## config.mk

```make
export PLATFORM = sky130hd
export DESIGN_NAME = pd_sequencer_flat
export DESIGN_NICKNAME = d
export VERILOG_FILES = /design/src/rtl/fmdll_pkg.sv /design/src/rtl/pd_sequencer_if.sv /design/src/rtl/pd_sequencer_mn_counter.sv /design/src/rtl/pd_sequencer.sv /design/src/flat_wrapper.sv
export SDC_FILE = /design/constraint.sdc
export NUM_CORES = 1
export LEC_CHECK = 0
export ABC_CLOCK_PERIOD_IN_PS = 1900
export BUFFER_PORTS_ARGS = -buffer_cell sky130_fd_sc_hd__clkbuf_2
export CAP_MARGIN = 15
export CORE_MARGIN = 5
export CORE_UTILIZATION = 48
export CTS_BUF_LIST = sky130_fd_sc_hd__clkbuf_8 sky130_fd_sc_hd__clkbuf_16
export DETAILED_ROUTE_END_ITERATION = 8
export PLACE_DENSITY = 0.8
export REMOVE_ABC_BUFFERS = 1
export SYNTH_ARGS = -nofsm -noshare
export SYNTH_HDL_FRONTEND = slang
export SYNTH_SLANG_ARGS = --single-unit
```

## constraint.sdc

```tcl
create_clock -name clk_out -period 1.9 [get_ports clk_out]
set_clock_uncertainty 0.15 [all_clocks]
set_input_delay 0.57 -clock clk_out [delete_from_list [all_inputs] [get_ports clk_out]]
set_output_delay 0.57 -clock clk_out [all_outputs]
set_load 0.005 [all_outputs]
```

## src/rtl/fmdll_pkg.sv

```systemverilog
// Shared types and widths for the phase-detector window sequencer.
package fmdll_pkg;

    localparam int M_W    = 2;
    localparam int N_W    = 4;
    localparam int WCNT_W = 4;

    typedef enum logic [1:0] {
        ST_IDLE  = 2'd0,
        ST_ARM   = 2'd1,
        ST_COUNT = 2'd2,
        ST_HOLD  = 2'd3
    } seq_state_e;

    // A programmed period of zero behaves as a period of one.
    function automatic logic [N_W-1:0] clamp1(input logic [N_W-1:0] v);
        return (v == '0) ? N_W'(1) : v;
    endfunction

endpackage

```

## src/rtl/pd_sequencer_if.sv

```systemverilog
// Bundle between the sequencer and its environment: window controls, PD counters, result handshake.
interface pd_sequencer_if;
    import fmdll_pkg::*;

    logic           en;
    logic [M_W-1:0] M;
    logic [N_W-1:0] N;
    logic           COMP;
    logic           comp_ready;
    logic [M_W-1:0] M_counter;
    logic [N_W-1:0] N_counter;
    logic           DIV_M;
    logic           Reset_PD;
    logic           comp_valid;
    logic           comp_up;

    modport master (
        output en, M, N, COMP, comp_ready,
        input  M_counter, N_counter, DIV_M, Reset_PD, comp_valid, comp_up
    );

    modport slave (
        input  en, M, N, COMP, comp_ready,
        output M_counter, N_counter, DIV_M, Reset_PD, comp_valid, comp_up
    );

endinterface

```

## src/rtl/pd_sequencer_mn_counter.sv

```systemverilog
// Nested N-inside-M window counters with clear/load/step; end flags decode the current count.
// Single-cycle update; no backpressure, the caller decides when to step.
module mn_counter
    import fmdll_pkg::*;
(
    input  logic           clk_i,
    input  logic           rst_ni,
    input  logic           clr_i,
    input  logic           load_i,
    input  logic           step_i,
    input  logic [N_W-1:0] meff_i,
    input  logic [N_W-1:0] neff_i,
    output logic [M_W-1:0] m_cnt_o,
    output logic [N_W-1:0] n_cnt_o,
    output logic [M_W-1:0] m_nxt_o,
    output logic [N_W-1:0] n_nxt_o,
    output logic           n_end_o,
    output logic           m_last_o
);

    logic [M_W-1:0] m_q, m_d;
    logic [N_W-1:0] n_q, n_d;

    assign n_end_o  = (n_q == neff_i);
    assign m_last_o = (N_W'(m_q) == meff_i);

    always_comb begin
        m_d = m_q;
        n_d = n_q;
        if (clr_i) begin
            m_d = '0;
            n_d = '0;
        end else if (load_i) begin
            m_d = M_W'(1);
            n_d = N_W'(1);
        end else if (step_i) begin
            if (n_end_o) begin
                n_d = N_W'(1);
                m_d = m_last_o ? M_W'(1) : m_q + 1'b1;
            end else begin
                n_d = n_q + 1'b1;
            end
        end
    end

    always_ff @(posedge clk_i) begin
        if (!rst_ni) begin
            m_q <= '0;
            n_q <= '0;
        end else begin
            m_q <= m_d;
            n_q <= n_d;
        end
    end

    assign m_cnt_o = m_q;
    assign n_cnt_o = n_q;
    assign m_nxt_o = m_d;
    assign n_nxt_o = n_d;

endmodule

```

## src/rtl/pd_sequencer.sv

```systemverilog
// Runs WINDOWS full M*N periods, samples COMP on the final wrap and offers it on comp_valid/comp_ready.
// Result after WINDOWS*Meff*Neff COUNT cycles; HOLD freezes everything until the result is taken.
module pd_sequencer
    import fmdll_pkg::*;
#(
    parameter int WINDOWS = 2
) (
    input  logic          clk_out,
    input  logic          Reset_n,
    pd_sequencer_if.slave bus
);

    localparam logic [WCNT_W-1:0] WLAST = WCNT_W'(WINDOWS - 1);

    seq_state_e     state_q, state_d;
    logic [N_W-1:0] meff_q, meff_d, neff_q, neff_d;
    logic [WCNT_W-1:0] wcnt_q, wcnt_d;
    logic           rpd_q, rpd_d, divm_q, divm_d, vld_q, vld_d, up_q, up_d;

    logic           cnt_clr, cnt_load, cnt_step;
    logic [M_W-1:0] m_cnt, m_nxt;
    logic [N_W-1:0] n_cnt, n_nxt;
    logic           n_end, m_last, period_end, final_wrap;

    mn_counter u_mn (
        .clk_i   (clk_out),
        .rst_ni  (Reset_n),
        .clr_i   (cnt_clr),
        .load_i  (cnt_load),
        .step_i  (cnt_step),
        .meff_i  (meff_q),
        .neff_i  (neff_q),
        .m_cnt_o (m_cnt),
        .n_cnt_o (n_cnt),
        .m_nxt_o (m_nxt),
        .n_nxt_o (n_nxt),
        .n_end_o (n_end),
        .m_last_o(m_last)
    );

    assign period_end = n_end && m_last;
    assign final_wrap = (state_q == ST_COUNT) && period_end && (wcnt_q == WLAST);

    always_ff @(posedge clk_out) begin
        if (!Reset_n) state_q <= ST_IDLE;
        else          state_q <= state_d;
    end

    always_comb begin
        state_d = state_q;
        unique case (state_q)
            ST_IDLE:  if (bus.en) state_d = ST_ARM;
            ST_ARM:   state_d = bus.en ? ST_COUNT : ST_IDLE;
            ST_COUNT: begin
                if (!bus.en)        state_d = ST_IDLE;
                else if (final_wrap) state_d = ST_HOLD;
            end
            ST_HOLD:  if (vld_q && bus.comp_ready) state_d = bus.en ? ST_ARM : ST_IDLE;
            default:  state_d = ST_IDLE;
        endcase
    end

    // Every output is registered, so each one is derived from the state we are entering.
    always_comb begin
        meff_d   = meff_q;
        neff_d   = neff_q;
        wcnt_d   = wcnt_q;
        up_d     = up_q;
        if (state_q == ST_ARM) begin
            meff_d = clamp1(N_W'(bus.M));
            neff_d = clamp1(bus.N);
            wcnt_d = '0;
        end else if (state_q == ST_COUNT && period_end) begin
            wcnt_d = wcnt_q + 1'b1;
        end
        if (state_q == ST_COUNT && state_d == ST_HOLD) up_d = bus.COMP;
        cnt_clr  = (state_d == ST_IDLE);
        cnt_load = (state_d != ST_COUNT) || (state_q != ST_COUNT);
        cnt_step = (state_q == ST_COUNT) && (state_d == ST_COUNT);
        divm_d   = (state_d == ST_COUNT) && (N_W'(m_nxt) == meff_d) && (n_nxt == neff_d);
        rpd_d    = (state_d == ST_IDLE) || (state_d == ST_ARM);
        vld_d    = (state_d == ST_HOLD);
    end

    always_ff @(posedge clk_out) begin
        if (!Reset_n) begin
            meff_q <= N_W'(1);
            neff_q <= N_W'(1);
            wcnt_q <= '0;
            rpd_q  <= 1'b1;
            divm_q <= 1'b0;
            vld_q  <= 1'b0;
            up_q   <= 1'b0;
        end else begin
            meff_q <= meff_d;
            neff_q <= neff_d;
            wcnt_q <= wcnt_d;
            rpd_q  <= rpd_d;
            divm_q <= divm_d;
            vld_q  <= vld_d;
            up_q   <= up_d;
        end
    end

    assign bus.M_counter  = m_cnt;
    assign bus.N_counter  = n_cnt;
    assign bus.DIV_M      = divm_q;
    assign bus.Reset_PD   = rpd_q;
    assign bus.comp_valid = vld_q;
    assign bus.comp_up    = up_q;

endmodule

```

## src/flat_wrapper.sv

```systemverilog
// flat-port wrapper written by rule: the top's interface ports become plain ports
module pd_sequencer_flat import fmdll_pkg::*;
#(
    parameter int WINDOWS = 2
)
  (clk_out, Reset_n, bus_en, bus_M, bus_N, bus_COMP, bus_comp_ready, bus_M_counter, bus_N_counter, bus_DIV_M, bus_Reset_PD, bus_comp_valid, bus_comp_up);
  pd_sequencer_if bus_i ();
  input  logic clk_out;
  input  logic Reset_n;
  input wire logic [$bits(bus_i.en)-1:0] bus_en;
  input wire logic [$bits(bus_i.M)-1:0] bus_M;
  input wire logic [$bits(bus_i.N)-1:0] bus_N;
  input wire logic [$bits(bus_i.COMP)-1:0] bus_COMP;
  input wire logic [$bits(bus_i.comp_ready)-1:0] bus_comp_ready;
  output wire logic [$bits(bus_i.M_counter)-1:0] bus_M_counter;
  output wire logic [$bits(bus_i.N_counter)-1:0] bus_N_counter;
  output wire logic [$bits(bus_i.DIV_M)-1:0] bus_DIV_M;
  output wire logic [$bits(bus_i.Reset_PD)-1:0] bus_Reset_PD;
  output wire logic [$bits(bus_i.comp_valid)-1:0] bus_comp_valid;
  output wire logic [$bits(bus_i.comp_up)-1:0] bus_comp_up;
  assign bus_i.en = bus_en;
  assign bus_i.M = bus_M;
  assign bus_i.N = bus_N;
  assign bus_i.COMP = bus_COMP;
  assign bus_i.comp_ready = bus_comp_ready;
  assign bus_M_counter = bus_i.M_counter;
  assign bus_N_counter = bus_i.N_counter;
  assign bus_DIV_M = bus_i.DIV_M;
  assign bus_Reset_PD = bus_i.Reset_PD;
  assign bus_comp_valid = bus_i.comp_valid;
  assign bus_comp_up = bus_i.comp_up;
  pd_sequencer #(.WINDOWS(WINDOWS)) u_core (.clk_out(clk_out), .Reset_n(Reset_n), .bus(bus_i));
endmodule
```

* After elaboration in Yosys (flattened, before gate mapping)
Index checks and enable logic that the tools add are counted.
** Cells by class
- Multiply operators :: 0
- $add $sub $neg :: 3
- Div/mod/pow operators :: 0
- Eq/ne operators :: 13
- Multiplexer cells :: 20
- Bitwise operators :: 1
- Shifts and indexed selects :: 0
- $lt $le $gt $ge :: 0
- Reductions and logical operators :: 15
** Operator list (number)
- 4-bit two-way mux :: 7
- 2-bit two-way mux :: 11
- 4-bit by 1-bit adder with 4-bit output (second input constant) :: 2
- 2-bit equality test (second input constant) :: 4
- 2-bit by 4-bit equality test with 1-bit output :: 2
- 4-bit equality test :: 2
- 1-bit logical AND :: 8
- 2-bit one-hot mux with 4 select lines :: 1
- 2-bit logical NOT :: 3
- 2-bit by 1-bit equality test with 1-bit output (second input constant) :: 2
- 4-bit by 1-bit equality test with 1-bit output (second input constant) :: 1
- 4-bit logical NOT :: 1
- 2-bit != test (second input constant) :: 2
- 2-bit by 1-bit adder with 2-bit output (second input constant) :: 1
- 1-bit logical OR :: 2
- 2-bit OR reduction :: 1
- 1-bit two-way mux :: 1
- 1-bit NOT :: 1
** Word-level totals
- Input bits :: 11
- Bits in writable memories :: 0
- Memories kept :: 0
- ROM bits :: 0
- Output and inout bits :: 10
- Bits in registers :: 24
- Latch bits :: 0

* Longest topological paths before layout
- Depth after elaboration :: 15
- Depth in mapped cells :: 8

* By module
From an unflattened synthesis, not the netlist that was laid out.
** Second synthesis, totals
- Cells, all modules :: 136
- Area total of the unflattened synthesis :: 1223.7 um^2
** By module, submodules not included
- pd_sequencer :: seq. area each 360.3 um^2, cells each 85, times used 1, area each 810.8 um^2
- mn_counter :: seq. area each 120.1 um^2, cells each 51, times used 1, area each 412.9 um^2

* Worst setup path after synthesis
No wires, ideal clock.
- Kind :: reg-to-reg
- Start :: register u_core.u_mn.n_q[0] (netlist: u_core.u_mn.n_cnt_o[0])
- End :: register u_core.divm_q (netlist: u_core.bus.DIV_M)
- Path slack :: -0.078 ns
- Stages on the path, launching flop included :: 8
- Buffers on the path :: 0
- Data required time :: 1.659 ns
- Arrival :: 1.737 ns
- Clock period less this slack :: 1.978 ns
- Library setup time :: 0.091 ns
- Cells stage by stage :: dfxtp_1 xnor2_1 nand4_1 or4b_4 a21oi_2 xnor2_1 a31oi_1 a311oi_1
** On the way
- Longest elaborated chain between the ends :: 15
- Elaborated cells on any way between the ends :: 25
- Classes of those cells :: add/sub (1); eq/ne (5); mux (11); reduce/logical (8)
** Ends and longest elaborated chain
- start: declaration :: RTL line pd_sequencer_mn_counter.sv:22 : logic [N_W-1:0] n_q, n_d;
- start signal: assignment :: RTL line pd_sequencer_mn_counter.sv:52 : n_q <= n_d;
- 4-bit equality test :: RTL line pd_sequencer_mn_counter.sv:24 : assign n_end_o = (n_q == neff_i);
- 1-bit logical AND :: RTL line pd_sequencer.sv:41 : assign period_end = n_end && m_last;
- 1-bit logical AND (2 in a row) :: RTL line pd_sequencer.sv:42 : assign final_wrap = (state_q == ST_COUNT) && period_end && (wcnt_q == WLAST);
- 2-bit two-way mux :: RTL line pd_sequencer.sv:56 : else if (final_wrap) state_d = ST_HOLD;
- 2-bit two-way mux :: RTL line pd_sequencer.sv:55 : if (!bus.en) state_d = ST_IDLE;
- 2-bit one-hot mux with 4 select lines :: RTL line pd_sequencer.sv:51 : unique case (state_q)
- 2-bit equality test :: RTL line pd_sequencer.sv:79, pd_sequencer.sv:80
- 1-bit logical AND :: RTL line pd_sequencer.sv:79 : cnt_step = (state_q == ST_COUNT) && (state_d == ST_COUNT);
- 2-bit two-way mux :: RTL line pd_sequencer_mn_counter.sv:36 : end else if (step_i) begin
- 2-bit two-way mux :: RTL line pd_sequencer_mn_counter.sv:33 : end else if (load_i) begin
- 2-bit two-way mux :: RTL line pd_sequencer_mn_counter.sv:30 : if (clr_i) begin
- 2-bit by 4-bit equality test with 1-bit output :: RTL line pd_sequencer.sv:80 : divm_d = (state_d == ST_COUNT) && (N_W'(m_nxt) == meff_d) && (n_nxt == neff_d);
- 1-bit logical AND :: RTL line pd_sequencer.sv:80
- 1-bit logical AND (*) :: RTL line pd_sequencer.sv:80
- end signal: assignment :: RTL line pd_sequencer.sv:99 : divm_q <= divm_d;
- end: declaration :: RTL line pd_sequencer.sv:18 : logic rpd_q, rpd_d, divm_q, divm_d, vld_q, vld_d, up_q, up_d;
Every way passes the cells marked *; elsewhere a longest branch is shown, timed or not.
A chain may end at the register's enable or synchronous reset.

* Final worst setup path
- Start :: register u_core.u_mn.m_q[1] (netlist: u_core.u_mn.m_cnt_o[1])
- End :: register u_core.divm_q (netlist: u_core.bus.DIV_M)
** On the way
- Longest elaborated chain between the ends :: 15
- Elaborated cells on any way between the ends :: 25
- Classes of those cells :: add/sub (1); eq/ne (5); mux (11); reduce/logical (8)
** Ends and longest elaborated chain
- start: declaration :: RTL line pd_sequencer_mn_counter.sv:21 : logic [M_W-1:0] m_q, m_d;
- start signal: assignment :: RTL line pd_sequencer_mn_counter.sv:51 : m_q <= m_d;
- 2-bit by 4-bit equality test with 1-bit output :: RTL line pd_sequencer_mn_counter.sv:25 : assign m_last_o = (N_W'(m_q) == meff_i);
- 1-bit logical AND :: RTL line pd_sequencer.sv:41
- 1-bit logical AND (2 in a row) :: RTL line pd_sequencer.sv:42
- 2-bit two-way mux :: RTL line pd_sequencer.sv:56
- 2-bit two-way mux :: RTL line pd_sequencer.sv:55
- 2-bit one-hot mux with 4 select lines :: RTL line pd_sequencer.sv:51
- 2-bit equality test :: RTL line pd_sequencer.sv:79, pd_sequencer.sv:80
- 1-bit logical AND :: RTL line pd_sequencer.sv:79
- 2-bit two-way mux :: RTL line pd_sequencer_mn_counter.sv:36
- 2-bit two-way mux :: RTL line pd_sequencer_mn_counter.sv:33
- 2-bit two-way mux :: RTL line pd_sequencer_mn_counter.sv:30
- 2-bit by 4-bit equality test with 1-bit output :: RTL line pd_sequencer.sv:80
- 1-bit logical AND :: RTL line pd_sequencer.sv:80
- 1-bit logical AND (*) :: RTL line pd_sequencer.sv:80
Marks and branches as above.

==> results.cfg <==
[layout]
stdcell_area_mm2 = 0.00155
syn_to_final_growth_pct = 32.9
drive_gt1_share_pct = 33.3
final_nets = 192
n_antenna_cell = 0

[status]
status = finished, violations left
violations = negative setup slack

[hold_path]
worstHoldStart = u_core.bus.comp_up$_SDFFE_PN0P_
min_path_cells = 2
hold_class = reg -> reg
worstHoldEndpoint = u_core.bus.comp_up$_SDFFE_PN0P_

[global_routing]
grt-ovfl-total = 0
first_global_vias = 1074
antenna_found_initial = 0
grt_max_degree = 15
grt.total_usage_pct = 16.6
grt_pass1_wl_um = 4520

[route]
drt_iter0_drc = 19
wl_met1_um = 1160
via_per_inst = 5.34
met2_length_um = 1490
drt_pass1_iterations = 4
top_layer = met4
avgRoutedWirePerCell_um = 13.8
wirelength_um = 2820
drc = 0
via_count = 1094
met3_length_um = 127
postRouteAntennaNets = 0

[yosys]
synth-main-ff-cell = dfxtp_1
syn_avg_cell_area_um2 = 8.56
netlist_area_mm2 = 0.00116
async_flop_share_pct = 0
ys_types = 36
ys_ff_latch = 24
syn_inst = 136
synth_edf_count = 0
synth_seq_area_share_pct = 41.3
yosysWarnings = 0

[worst_setup_path]
critPathRequiredTime_ns = 1.93
regToRegSetupSlack_ns = -0.15
critPathMaxFanout = 2
ff2ff_path_depth = 7
critPathLaunchType = flop
r2r_start = u_core.u_mn.m_cnt_o[1]$_SDFF_PN0_
reg2reg_to = u_core.bus.DIV_M$_SDFF_PN0_
crit_path_end_kind = flop
worst_ep_arrival_time_ns = 2.08
crit_type = reg -> reg

[sta]
worst_slack_ns = -0.152
worst_slew_pin_slew_ns = 0.408
rsz0062_at_grt = true
hold_viol = 0
fmax_mhz = 487
setup-tns-final_ns = -0.152
finalCritPeriodShare_pct = 108
slew_violations = 0
setup_violations = 1
finalCriticalPeriod_ns = 2.05
slew_headroom_pct = 72.5

[floorplanning]
die_w_um = 59.2
core_area_mm2 = 0.00225
rows = 17
start_util_pct = 51.6
num_io_pins = 21
die_area_mm2 = 0.00351
die_h_um = 59.2

[clock_tree]
root_buffer = clkbuf_8
clk_latency_ns = 0.26
numCtsBuffers = 3
cts_hold_buf = 0
clk_pin_slew_ns = 0.08
clkSinkCount = 24
tritoncts = built
clockBufferDepth = 2
h-tree-depth = 1

[place]
gp_congestion = 0.866
hpwl_um = 2120
placed_area_mm2 = 0.00143
port-buffer-count = 20

[power]
vdd_ir_drop_max_mv = 0.712
leakage_uw = 0.000662
p_per_area_mw_per_mm2 = 674
p_total_uw = 1040

[run]
maxCapViolations = 0
-- kinds of logic (layout without fill, tap and decap cells) --
group / Yosys count / in the layout / share of synthesized area, %
AO/OA/AOI/OAI: 24 / 24 / 13.2
multiplexers: 3 / 3 / 2.58
XOR/XNOR: 14 / 14 / 10.5
buffers and inverters: 5 / 46 / 1.72
AND/OR/NAND/NOR: 63 / 63 / 27.4
adder cells (fa/ha/maj): 3 / 3 / 3.23
flip-flops: 24 / 24 / 41.3
-- through the flow --
| stage | hold WS, ns | utilization [%] | setup slack [ns] | std cells |
|---|---|---|---|---|
| finish | 0.320 | 68.6 | -0.152 | 205 |
| global route | 0.345 | 68.6 | -0.282 | 205 |
| CTS | 0.321 | 66.9 | -0.0971 | 204 |
| detailed placement | 0.310 | 63.4 | -0.128 | 200 |
| global placement | 0.292 | 63.4 | -0.0480 | 200 |
| floorplan | 0.301 | - | -0.115 | 133 |
-- power breakdown --
part / leakage [uW] / switching, uW / internal, uW
Clock: 0.0000288 / 156 / 185
Sequential: 0.000196 / 11.3 / 518
Combinational: 0.000437 / 86.8 / 85.8
Total: 0.000662 / 254 / 789
-- sequential cells by signal, summed over array words and instances, names as in the netlist --
| signal | count |
|---|---|
| u_core.bus.comp_up | 1 |
| u_core.bus.DIV_M | 1 |
| u_core.neff_q | 4 |
| u_core.bus.comp_valid | 1 |
| u_core.meff_q | 4 |
| u_core.wcnt_q | 4 |
| u_core.bus.Reset_PD | 1 |
| u_core.state_q | 2 |
| u_core.u_mn.n_cnt_o | 4 |
| u_core.u_mn.m_cnt_o | 2 |
-- worst max-delay path by stage --
stage,to,cells after the start,from
final,u_core.bus.DIV_M$_SDFF_PN0_,7,u_core.u_mn.m_cnt_o[1]$_SDFF_PN0_
after global routing,u_core.bus.DIV_M$_SDFF_PN0_,7,u_core.neff_q[0]$_SDFF_PN1_
after CTS,u_core.bus.DIV_M$_SDFF_PN0_,7,u_core.u_mn.m_cnt_o[1]$_SDFF_PN0_
after detailed placement,u_core.bus.DIV_M$_SDFF_PN0_,7,u_core.u_mn.n_cnt_o[0]$_SDFF_PN0_
after global placement,u_core.bus.DIV_M$_SDFF_PN0_,7,u_core.u_mn.n_cnt_o[0]$_SDFF_PN0_
after floorplan,u_core.bus.DIV_M$_SDFF_PN0_,7,u_core.state_q[0]$_SDFF_PN0_
-- critical path, cell delays in order (launching register included) --
cell and delay, ns:
dfxtp_2 0.33, xnor2_1 0.15, and3_4 0.20, or4b_4 0.52, a21oi_4 0.15, xnor2_1 0.13, a31oi_1 0.10, a311oi_1 0.23
-- what timing repair did --
action | in CTS | in global routing
hold endpoints to repair | 0 | 0
endpoints found under the setup margin | 1 | 1
buffers inserted | 0 | 1
pin swaps | 3 | 3
cloned | 0 | 0
gates resized for setup | 5 | 8
-- placed cells by master, fill, tap and decap left out, types with 2 or more instances in the layout --
cell type	n
a21oi_1	3
a31oi_1	2
and2_1	2
and3_1	4
buf_4	20
clkbuf_2	20
clkbuf_8	4
dfxtp_1	19
dfxtp_2	5
ha_1	3
inv_1	2
mux2i_1	3
nand2_1	17
nand3_1	3
nand4_1	3
nor2_1	18
nor2b_1	5
nor3_1	2
nor3b_1	2
o211ai_1	2
o21ai_0	6
o21ai_1	2
xnor2_1	5
xnor2_2	5
xor2_1	4
-- cell usage after synthesis (4+ instances only) --
cell type / number / share of area, %
xor2_1: 4 / 3.0
nor2_1: 18 / 5.8
nand2_1: 17 / 5.5
nor2b_1: 6 / 3.2
o21ai_0: 6 / 2.6
dfxtp_1: 24 / 41
xnor2_1: 10 / 7.5
and3_1: 5 / 2.7
-- cell type report --
cell class | instances | area (um2)
Tap cell | 28 | 35.0
Clock buffer | 4 | 55.1
Multi-Input combinational cell | 107 | 712
Sequential cell | 24 | 487
Inverter | 2 | 7.51
Fill cell | 194 | 708
Timing Repair Buffer | 40 | 250
-- per-layer routing --
| layer | track usage [%] | vias up |
|---|---|---|
| met2 | 29.8 | 26 |
| met3 | 4.14 | 6 |
| met4 | 5.83 | 0 |
| met1 | 18.9 | 515 |
| met5 | 0 | - |
| li1 | - | 547 |
(Power assumes the default switching activity.)
